$ cat src/rtl/prog_loader.sv
`timescale 1ns/1ps
`default_nettype none
// ============================================================================
// Module   : prog_loader
// Purpose  : Framed byte-stream loader for the 4-bit computer's program and
//            data memories; optional trailing checksum via PROG_LOADER_CHECKSUM_EN.
// Revision : 1.0
// ============================================================================
module prog_loader #(
    parameter int         DEPTH    = 16,
    parameter logic [7:0] HDR_BYTE = 8'hA5
) (
    input  logic                     prog_clk,
    input  logic                     reset,
    input  logic                     start,
    input  logic                     s_valid,
    input  logic [7:0]               s_data,
    output logic                     s_ready,
    output logic                     prog_we,
    output logic [$clog2(DEPTH)-1:0] prog_add,
    output logic [7:0]               prog_in,
    output logic [3:0]               data_nib,
    output logic                     cpu_reset,
    output logic                     busy,
    output logic                     done,
    output logic [1:0]               err_code
);
    localparam int            AW     = $clog2(DEPTH);
    localparam logic [AW-1:0] C_LAST = AW'(DEPTH - 1);

    localparam logic [2:0] C_IDLE = 3'd0;
    localparam logic [2:0] C_HDR  = 3'd1;
    localparam logic [2:0] C_INS  = 3'd2;
    localparam logic [2:0] C_DAT  = 3'd3;
    localparam logic [2:0] C_WR   = 3'd4;
    localparam logic [2:0] C_DONE = 3'd6;
    localparam logic [2:0] C_ERR  = 3'd7;

    localparam logic [1:0] C_ERR_HDR = 2'b01;
`ifdef PROG_LOADER_CHECKSUM_EN
    localparam logic [2:0] C_CHK       = 3'd5;
    localparam logic [1:0] C_ERR_SUM   = 2'b10;
    localparam logic [2:0] C_AFTER_WR  = C_CHK;
`else
    localparam logic [2:0] C_AFTER_WR  = C_DONE;
`endif

    logic [2:0]    r_state;
    logic [AW-1:0] r_addr;
    logic          r_s_ready;
    logic          r_prog_we;
    logic [7:0]    r_prog_in;
    logic [3:0]    r_data_nib;
    logic          r_cpu_reset;
    logic          r_busy;
    logic          r_done;
    logic [1:0]    r_err_code;
`ifdef PROG_LOADER_CHECKSUM_EN
    logic [7:0]    r_acc;
`endif

    logic [2:0] w_next;
    logic       w_xfer;
    logic       w_restart;
    logic       w_ready_next;
    logic       w_busy_next;

    // r_s_ready mirrors the current state, so this has no path from s_valid to s_ready
    assign w_xfer    = s_valid && r_s_ready;
    assign w_restart = start && ((r_state == C_IDLE) || (r_state == C_DONE) || (r_state == C_ERR));

    always_comb begin
        w_next = r_state;
        case (r_state)
            C_IDLE, C_DONE, C_ERR: if (start) w_next = C_HDR;
            C_HDR:  if (w_xfer) w_next = (s_data == HDR_BYTE) ? C_INS : C_ERR;
            C_INS:  if (w_xfer) w_next = C_DAT;
            C_DAT:  if (w_xfer) w_next = C_WR;
            C_WR:   w_next = (r_addr == C_LAST) ? C_AFTER_WR : C_INS;
`ifdef PROG_LOADER_CHECKSUM_EN
            C_CHK:  if (w_xfer) w_next = (s_data == r_acc) ? C_DONE : C_ERR;
`endif
            default: w_next = C_IDLE;
        endcase
    end

    // Outputs are registered from the next state so they align with it
    always_comb begin
        w_ready_next = 1'b0;
        w_busy_next  = 1'b0;
        case (w_next)
            C_HDR, C_INS, C_DAT: begin
                w_ready_next = 1'b1;
                w_busy_next  = 1'b1;
            end
            C_WR: w_busy_next = 1'b1;
`ifdef PROG_LOADER_CHECKSUM_EN
            C_CHK: begin
                w_ready_next = 1'b1;
                w_busy_next  = 1'b1;
            end
`endif
            default: ;
        endcase
    end

    always_ff @(posedge prog_clk) begin
        if (reset) begin
            r_state     <= C_IDLE;
            r_addr      <= '0;
            r_s_ready   <= 1'b0;
            r_prog_we   <= 1'b0;
            r_prog_in   <= 8'h00;
            r_data_nib  <= 4'h0;
            r_cpu_reset <= 1'b1;
            r_busy      <= 1'b0;
            r_done      <= 1'b0;
            r_err_code  <= 2'b00;
`ifdef PROG_LOADER_CHECKSUM_EN
            r_acc       <= 8'h00;
`endif
        end else begin
            r_state   <= w_next;
            r_s_ready <= w_ready_next;
            r_busy    <= w_busy_next;
            r_prog_we <= (w_next == C_WR);
            r_done    <= (w_next == C_DONE);

            if (w_restart) begin
                r_addr      <= '0;
                r_cpu_reset <= 1'b1;
                r_err_code  <= 2'b00;
`ifdef PROG_LOADER_CHECKSUM_EN
                r_acc       <= 8'h00;
`endif
            end else if (r_state == C_DONE) begin
                r_cpu_reset <= 1'b0;
            end

            if ((r_state == C_INS) && w_xfer)
                r_prog_in <= s_data;
            if ((r_state == C_DAT) && w_xfer)
                r_data_nib <= s_data[3:0];
`ifdef PROG_LOADER_CHECKSUM_EN
            if (((r_state == C_INS) || (r_state == C_DAT)) && w_xfer)
                r_acc <= r_acc + s_data;
            if ((r_state == C_CHK) && w_xfer && (s_data != r_acc))
                r_err_code <= C_ERR_SUM;
`endif
            // Address holds at the last word so prog_add reports it after the load
            if ((r_state == C_WR) && (r_addr != C_LAST))
                r_addr <= r_addr + AW'(1);
            if ((r_state == C_HDR) && w_xfer && (s_data != HDR_BYTE))
                r_err_code <= C_ERR_HDR;
        end
    end

    assign s_ready   = r_s_ready;
    assign prog_we   = r_prog_we;
    assign prog_add  = r_addr;
    assign prog_in   = r_prog_in;
    assign data_nib  = r_data_nib;
    assign cpu_reset = r_cpu_reset;
    assign busy      = r_busy;
    assign done      = r_done;
    assign err_code  = r_err_code;

endmodule
`default_nettype wire

$ cat config.mk
export PLATFORM = sky130hd
export DESIGN_NAME = prog_loader
export DESIGN_NICKNAME = d
export VERILOG_FILES = /design/src/rtl/prog_loader.sv
export SDC_FILE = /design/constraint.sdc
export NUM_CORES = 1
export LEC_CHECK = 0
export BUFFER_PORTS_ARGS = -buffer_cell sky130_fd_sc_hd__buf_2
export CAP_MARGIN = 30
export CORE_ASPECT_RATIO = 0.8
export CORE_MARGIN = 4
export CORE_UTILIZATION = 30
export DETAILED_ROUTE_END_ITERATION = 12
export GPL_TIMING_DRIVEN = 1
export PLACE_DENSITY = 0.58
export SYNTH_ARGS = -nofsm -noshare
export SYNTH_HDL_FRONTEND = slang
export SYNTH_SLANG_ARGS = --single-unit
$ cat constraint.sdc
create_clock -name prog_clk -period 1.65 [get_ports prog_clk]
set_clock_uncertainty 0.05 [all_clocks]
set_input_delay 0.165 -clock prog_clk [delete_from_list [all_inputs] [get_ports prog_clk]]
set_output_delay 0.165 -clock prog_clk [all_outputs]
set_load 0.05 [all_outputs]
==> results of run 1 <==
cells in the final DEF, fill, tap and decap left out, types with 2 or more instances in the layout:
cell type,instances
a21oi_1,11
o21ai_0,7
nand2b_1,4
buf_2,33
dfxtp_1,20
dfxtp_2,5
nor3_1,6
a211oi_1,2
buf_4,5
mux2i_1,12
clkbuf_8,3
nand2_1,5
nand3_1,4
a21boi_0,2
nor2_1,16
nor4bb_1,2
logic make-up after synthesis:
group / count (synthesis) / share of synthesized area, %
simple gates: 47 / 22.8
compound gates: 31 / 17.7
flops: 25 / 43.0
mux: 12 / 10.3
buf+inv: 10 / 4.08
fa+ha+maj: 1 / 1.07
other cells: 1 / 0.322
xor+xnor: 1 / 0.752
flip-flops by register name, summed over array words and instances (netlist names):
name and cells:
busy 1, cpu_reset 1, data_nib 4, done 1, err_code 1, prog_add 4
prog_in 8, prog_we 1, r_state 3, s_ready 1
critical path, delay by kind of cell (launching register included):
kind,cells,cell delay (ns)
AO/OA/AOI/OAI,1,0.29
AND/OR/NAND/NOR,3,0.56
flip-flops,1,0.34
buffers and inverters,1,0.19
layer usage:
layer	vias to the layer above	global-route usage (%)	part of all wire, %
li1	526	-	-
met1	476	15.0	48
met2	22	18.3	47
met3	4	3.09	4.3
met4	0	3.56	1.4
met5	-	0	0
per-stage QoR:
| step | setup WS (ns) | total power (W) |
|---|---|---|
| detailed placement | 0.0940 | 0.000840 |
| floorplan | 0.0214 | 0.000783 |
| global placement | 0.142 | 0.000836 |
| finish | 0.143 | 0.00121 |
| global route | 0.0106 | 0.00127 |
| CTS | 0.0501 | 0.00122 |
power breakdown:
| group | switching, W | leakage (nW) | total, W | internal (W) |
|---|---|---|---|---|
| Combinational | 0.000126 | 0.392 | 0.000193 | 0.0000666 |
| Clock | 0.000205 | 0.0261 | 0.000381 | 0.000177 |
| Sequential | 0.0000159 | 0.204 | 0.000636 | 0.000620 |
| Total | 0.000347 | 0.623 | 0.00121 | 0.000864 |
repair_timing:
item	in CTS	in global routing
endpoints found under the hold margin	0	0
endpoints found under the setup margin	0	3
hold buffers	0	0
gates resized for setup	0	2
synthesized netlist by cell type (all sizes together) (2+ instances only):
library cell  instances
dfxtp                25
nor2                 16
mux2i                12
a21oi                11
o21ai                 8
nor3                  7
buf                   6
nand2                 5
nand3                 5
nand2b                4
clkbuf                3
a211oi                2
a21boi                2
nor4bb                2
area by class of cell:
class	instances	share of cell area (%)
clock inverters	1	0.598
multi-input cells	93	42.1
flip-flops and latches	25	34.6
clock buffers	3	2.82
well taps	52	4.44
inverters	1	0.256
repair buffers	39	15.2
worst max path at each step:
| stage | start | end | slack [ns] |
|---|---|---|---|
| finish | r_state[1]$_SDFF_PP0_ | prog_we$_SDFF_PP0_ | 0.14 |
| global route | r_state[1]$_SDFF_PP0_ | prog_we$_SDFF_PP0_ | 0.01 |
| CTS | r_state[2]$_SDFF_PP0_ | prog_we$_SDFF_PP0_ | 0.05 |
| detailed placement | r_state[2]$_SDFF_PP0_ | prog_we$_SDFF_PP0_ | 0.09 |
| global placement | r_state[2]$_SDFF_PP0_ | done$_SDFF_PP0_ | 0.14 |
| floorplan | s_ready$_SDFF_PP0_ | s_ready$_SDFF_PP0_ | 0.02 |
==> impl_metrics.ini, run 1 <==
[critical_path]
crit_path_end_kind = flop
reg2reg_slack_ns = 0.14
startpoint_type = flop
r2r_start = r_state[1]$_SDFF_PP0_
critPathMaxFanout = 15
cp.required_ns = 1.79
worst-r2r-cell-count = 5
crit_chain = buf_4, nor2_1, nand2_1, o221a_4, nor3_1
cp_slowest_stage_delay_ns = 0.34
timing.rr.end = prog_we$_SDFF_PP0_
crit_path_top_delay_cell = dfxtp_1
arrival_ns = 1.64
critPathKind = flop to flop

[sta]
setup_viol = 0
max_freq_ghz = 0.664
finalCriticalPeriod_ns = 1.51
holdWs_ns = 0.0983
rsz0062_at_grt = no
drv_slew = 0
hold_viol_final = 0
fin_crit_sh_pct = 91.3
fin_setup_tns_ns = 0

[flow_run]
max_cap_viol_count = 0

[placement]
post-place-cells = 210
gp_congestion = 0.823
place_area_sq_um = 1410
port_buffers = 33
dpl.hpwl_microns = 2080

[detailed_routing]
ant_nets = 0
drtIter0Drc = 45
vias = 1028
wire_per_inst_microns = 13.0
routed_via_density = 4.80
drt_pre_antenna_iters = 4
wirelength_microns = 2790
drc = 0

[final_layout]
final_util_pct = 40.8
regArea_sq_um = 507
multi_input_area_sq_um = 617
drive_gt1_share_pct = 33.3
syn_to_final_growth_pct = 25.8
insertedDiodeCount = 0
fillCellCount = 379
stdcell_count = 214
final_nets = 176
design_area_sq_um = 1470

[synthesis]
synth_edf_count = 0
yosys-top-cells-area = dfxtp_1, mux2i_1, nor2_1
yosys_most_used_dff = dfxtp_1
synth_seq_cells = 25
syn_nets = 141
netlist_instances = 128
synthesis.area_sq_um = 1160
ys_warn_count = 0
synth_cell_types = 40
synth_top_area_share_pct = 43.0
synth_area_leader_cell = dfxtp_1
yosysSeqAreaShare_pct = 43.0
syn_avg_cell_area_sq_um = 9.10
async_reset_ff_share_pct = 0

[clocking]
clk_path_buf_depth = 2
cts_tree = yes
htreeDepth = 1
clock_sinks = 25
cts_setup_buffers = 0
numCtsBuffers = 3
root_buffer = clkbuf_8
insertion_delay_ns = 0.27
clkTransAtPathRegs_ns = 0.09

[min_path]
min_path_type = input port to flop
holdCritStartpoint = s_data[0]
hold_path_end = data_nib[0]$_SDFFE_PP0P_
whs_path_depth = 3

[die]
start_util_pct = 32.5
io_pins = 35
fp.dieArea_sq_um = 4950
die_y_microns = 63.7
rows = 19
chipWidth_microns = 77.7
core_area_sq_um = 3590

[power]
power_density_nw_per_um2 = 826
vdd_drop_max_v = 0.000322
p_leak_nw = 0.623

[global_routing]
grt_max_degree = 24
antenna_found_initial = 0
grtUsageTotal_pct = 11.4
grt_pass1_vias = 961
grt_pass1_wl_microns = 4580
grt-ovfl-total = 0

[run_status]
status = finished, final reports clean
Note: power is estimated with default switching activity, not from simulation.
==> inputs of run 2 (changes only) <==
==> constraint.sdc (replaced) <==
create_clock -name prog_clk -period 1.65 [get_ports prog_clk]
set_clock_uncertainty 0.05 [all_clocks]
set_input_delay 0.4125 -clock prog_clk [delete_from_list [all_inputs] [get_ports prog_clk]]
set_output_delay 0.4125 -clock prog_clk [all_outputs]
set_load 0.05 [all_outputs]
==> run 2 against run 1 <==
  * Die area is the same
  * Largest power group unchanged
  * Setup slack gained 0.016 ns
  * Routed wire length shrank 1.1%
  * Critical endpoint is now data_nib[1]$_SDFFE_PP0P_
==> impl_metrics.ini, run 2 (synthesized netlist as in run 1, its figures left out) <==
[sta]
fin_setup_tns_ns = 0
hold_viol_final = 0
rsz0062_at_grt = no
drv_slew = 0
fin_crit_sh_pct = 90.4
max_freq_ghz = 0.671
setup_viol = 0
finalCriticalPeriod_ns = 1.49

[critical_path]
critPathMaxFanout = 6
cp.required_ns = 1.75
crit_buf_inv = 1
arrival_ns = 1.59
crit_chain = nand3_2, or3b_1, buf_4, mux2i_1, nor2_1
critPathKind = flop to flop
cp_slowest_stage_delay_ns = 0.44
critPathTopFamily = simple AND/OR/NAND/NOR gates
crit_path_top_delay_cell = or3b_1
startpoint_type = flop
crit_path_end_kind = flop

[clocking]
insertion_delay_ns = 0.27
htreeDepth = 1
numCtsBuffers = 3
clk_path_buf_depth = 2
clkTransAtPathRegs_ns = 0.08
cts_resized = 0
root_buffer = clkbuf_8
cts_setup_buffers = 0
hold_buffers = 0
clock_sinks = 25
cts_tree = yes

[die]
die_y_microns = 63.7
io_pins = 35
start_util_pct = 32.5
core_area_sq_um = 3590
chipWidth_microns = 77.7
fp.dieArea_sq_um = 4950
rows = 19

[placement]
place_area_sq_um = 1430
port_buffers = 33
gp_congestion = 0.838
dpl.hpwl_microns = 2090

[global_routing]
grtUsageTotal_pct = 12.1
grt_pass1_vias = 1073
grt_pass1_wl_microns = 4890
grt_max_degree = 24
grt-ovfl-total = 0
antenna_found_initial = 0

[power]
p_leak_nw = 0.632
power_density_nw_per_um2 = 806
vdd_drop_max_v = 0.000329

[detailed_routing]
ant_nets = 0
wirelength_microns = 2760
wire_per_inst_microns = 12.8
routed_via_density = 4.82
vias = 1042
drtIter0Drc = 88
drc = 0
drt_pre_antenna_iters = 4

[final_layout]
design_area_sq_um = 1480
multi_input_area_sq_um = 624
final_common_cell = buf_2
syn_to_final_growth_pct = 27.3
fillCellCount = 370
final_cell_mix = buf_2, dfxtp_1, nor2_1
drive_gt1_share_pct = 33.5
largest_reg_flops = 8
final_nets = 178
insertedDiodeCount = 0
regArea_sq_um = 505

[flow_run]
max_cap_viol_count = 0

[run_status]
status = finished, final reports clean

[min_path]
min_path_type = input port to flop
## run 2: cell types whose count changed in the layout (fill, tap and decap cells not counted)
cell / previous run / this run
dfxtp_2: 5 / 4
dfxtp_1: 20 / 21
o21ai_4: 0 / 1
o21ai_2: 1 / 0
inv_6: 1 / 0
clkinv_2: 0 / 1
buf_4: 5 / 7
## run 2: path summary, 6_finish.rpt
path,cells after the start,slack [ns],end,from
max,5,0.16,data_nib[1]$_SDFFE_PP0P_,r_state[0]$_SDFF_PP0_
min,3,0.35,prog_in[5]$_SDFFE_PP0P_,s_data[5]
max reg2reg,5,0.16,data_nib[1]$_SDFFE_PP0P_,r_state[0]$_SDFF_PP0_
min reg2reg,2,0.42,err_code[0]$_SDFFE_PP0P_,err_code[0]$_SDFFE_PP0P_
## run 2: area by class of cell
class | instances | share of cell area, %
multi-input combinational | 93 | 42.1
sequential | 25 | 34.1
timing repair buffer | 41 | 16.0
tap | 52 | 4.39
clock buffer | 3 | 2.78
clock inverter | 1 | 0.338
inverter | 1 | 0.253
## run 2: through the flow
step                util, %  hold slack, ns  total power, W  cells  setup WS (ns)
global placement       39.8           0.399        0.000842    212         0.0553
CTS                    41.1           0.342         0.00121    216         0.0830
finish                 41.3           0.346         0.00120    216          0.159
global route           41.3           0.358         0.00127    216         0.0239
floorplan                 -           0.466        0.000783    128         0.0214
detailed placement     39.8           0.406        0.000844    212         0.0209
## run 2: worst reg2reg max path, stage by stage (launching register included)
cell	delay, ns
dfxtp_2	0.40
nand3_2	0.11
or3b_1	0.44
buf_4	0.18
mux2i_1	0.14
nor2_1	0.06
## run 2: power by group
group / internal [W] / switching (W)
registers: 0.000620 / 0.0000190
logic: 0.0000717 / 0.000127
clock network: 0.000169 / 0.000189
total: 0.000861 / 0.000335
## run 2: layer usage
metal | vias up | wire length, microns | track usage (%) | part of all wire, %
met2 | 34 | 1140 | 18.3 | 41
met1 | 471 | 1370 | 15.8 | 50
met4 | 0 | 63 | 6.00 | 2.3
met5 | - | 0 | 0 | 0
met3 | 8 | 183 | 3.51 | 6.6
li1 | 529 | - | - | -
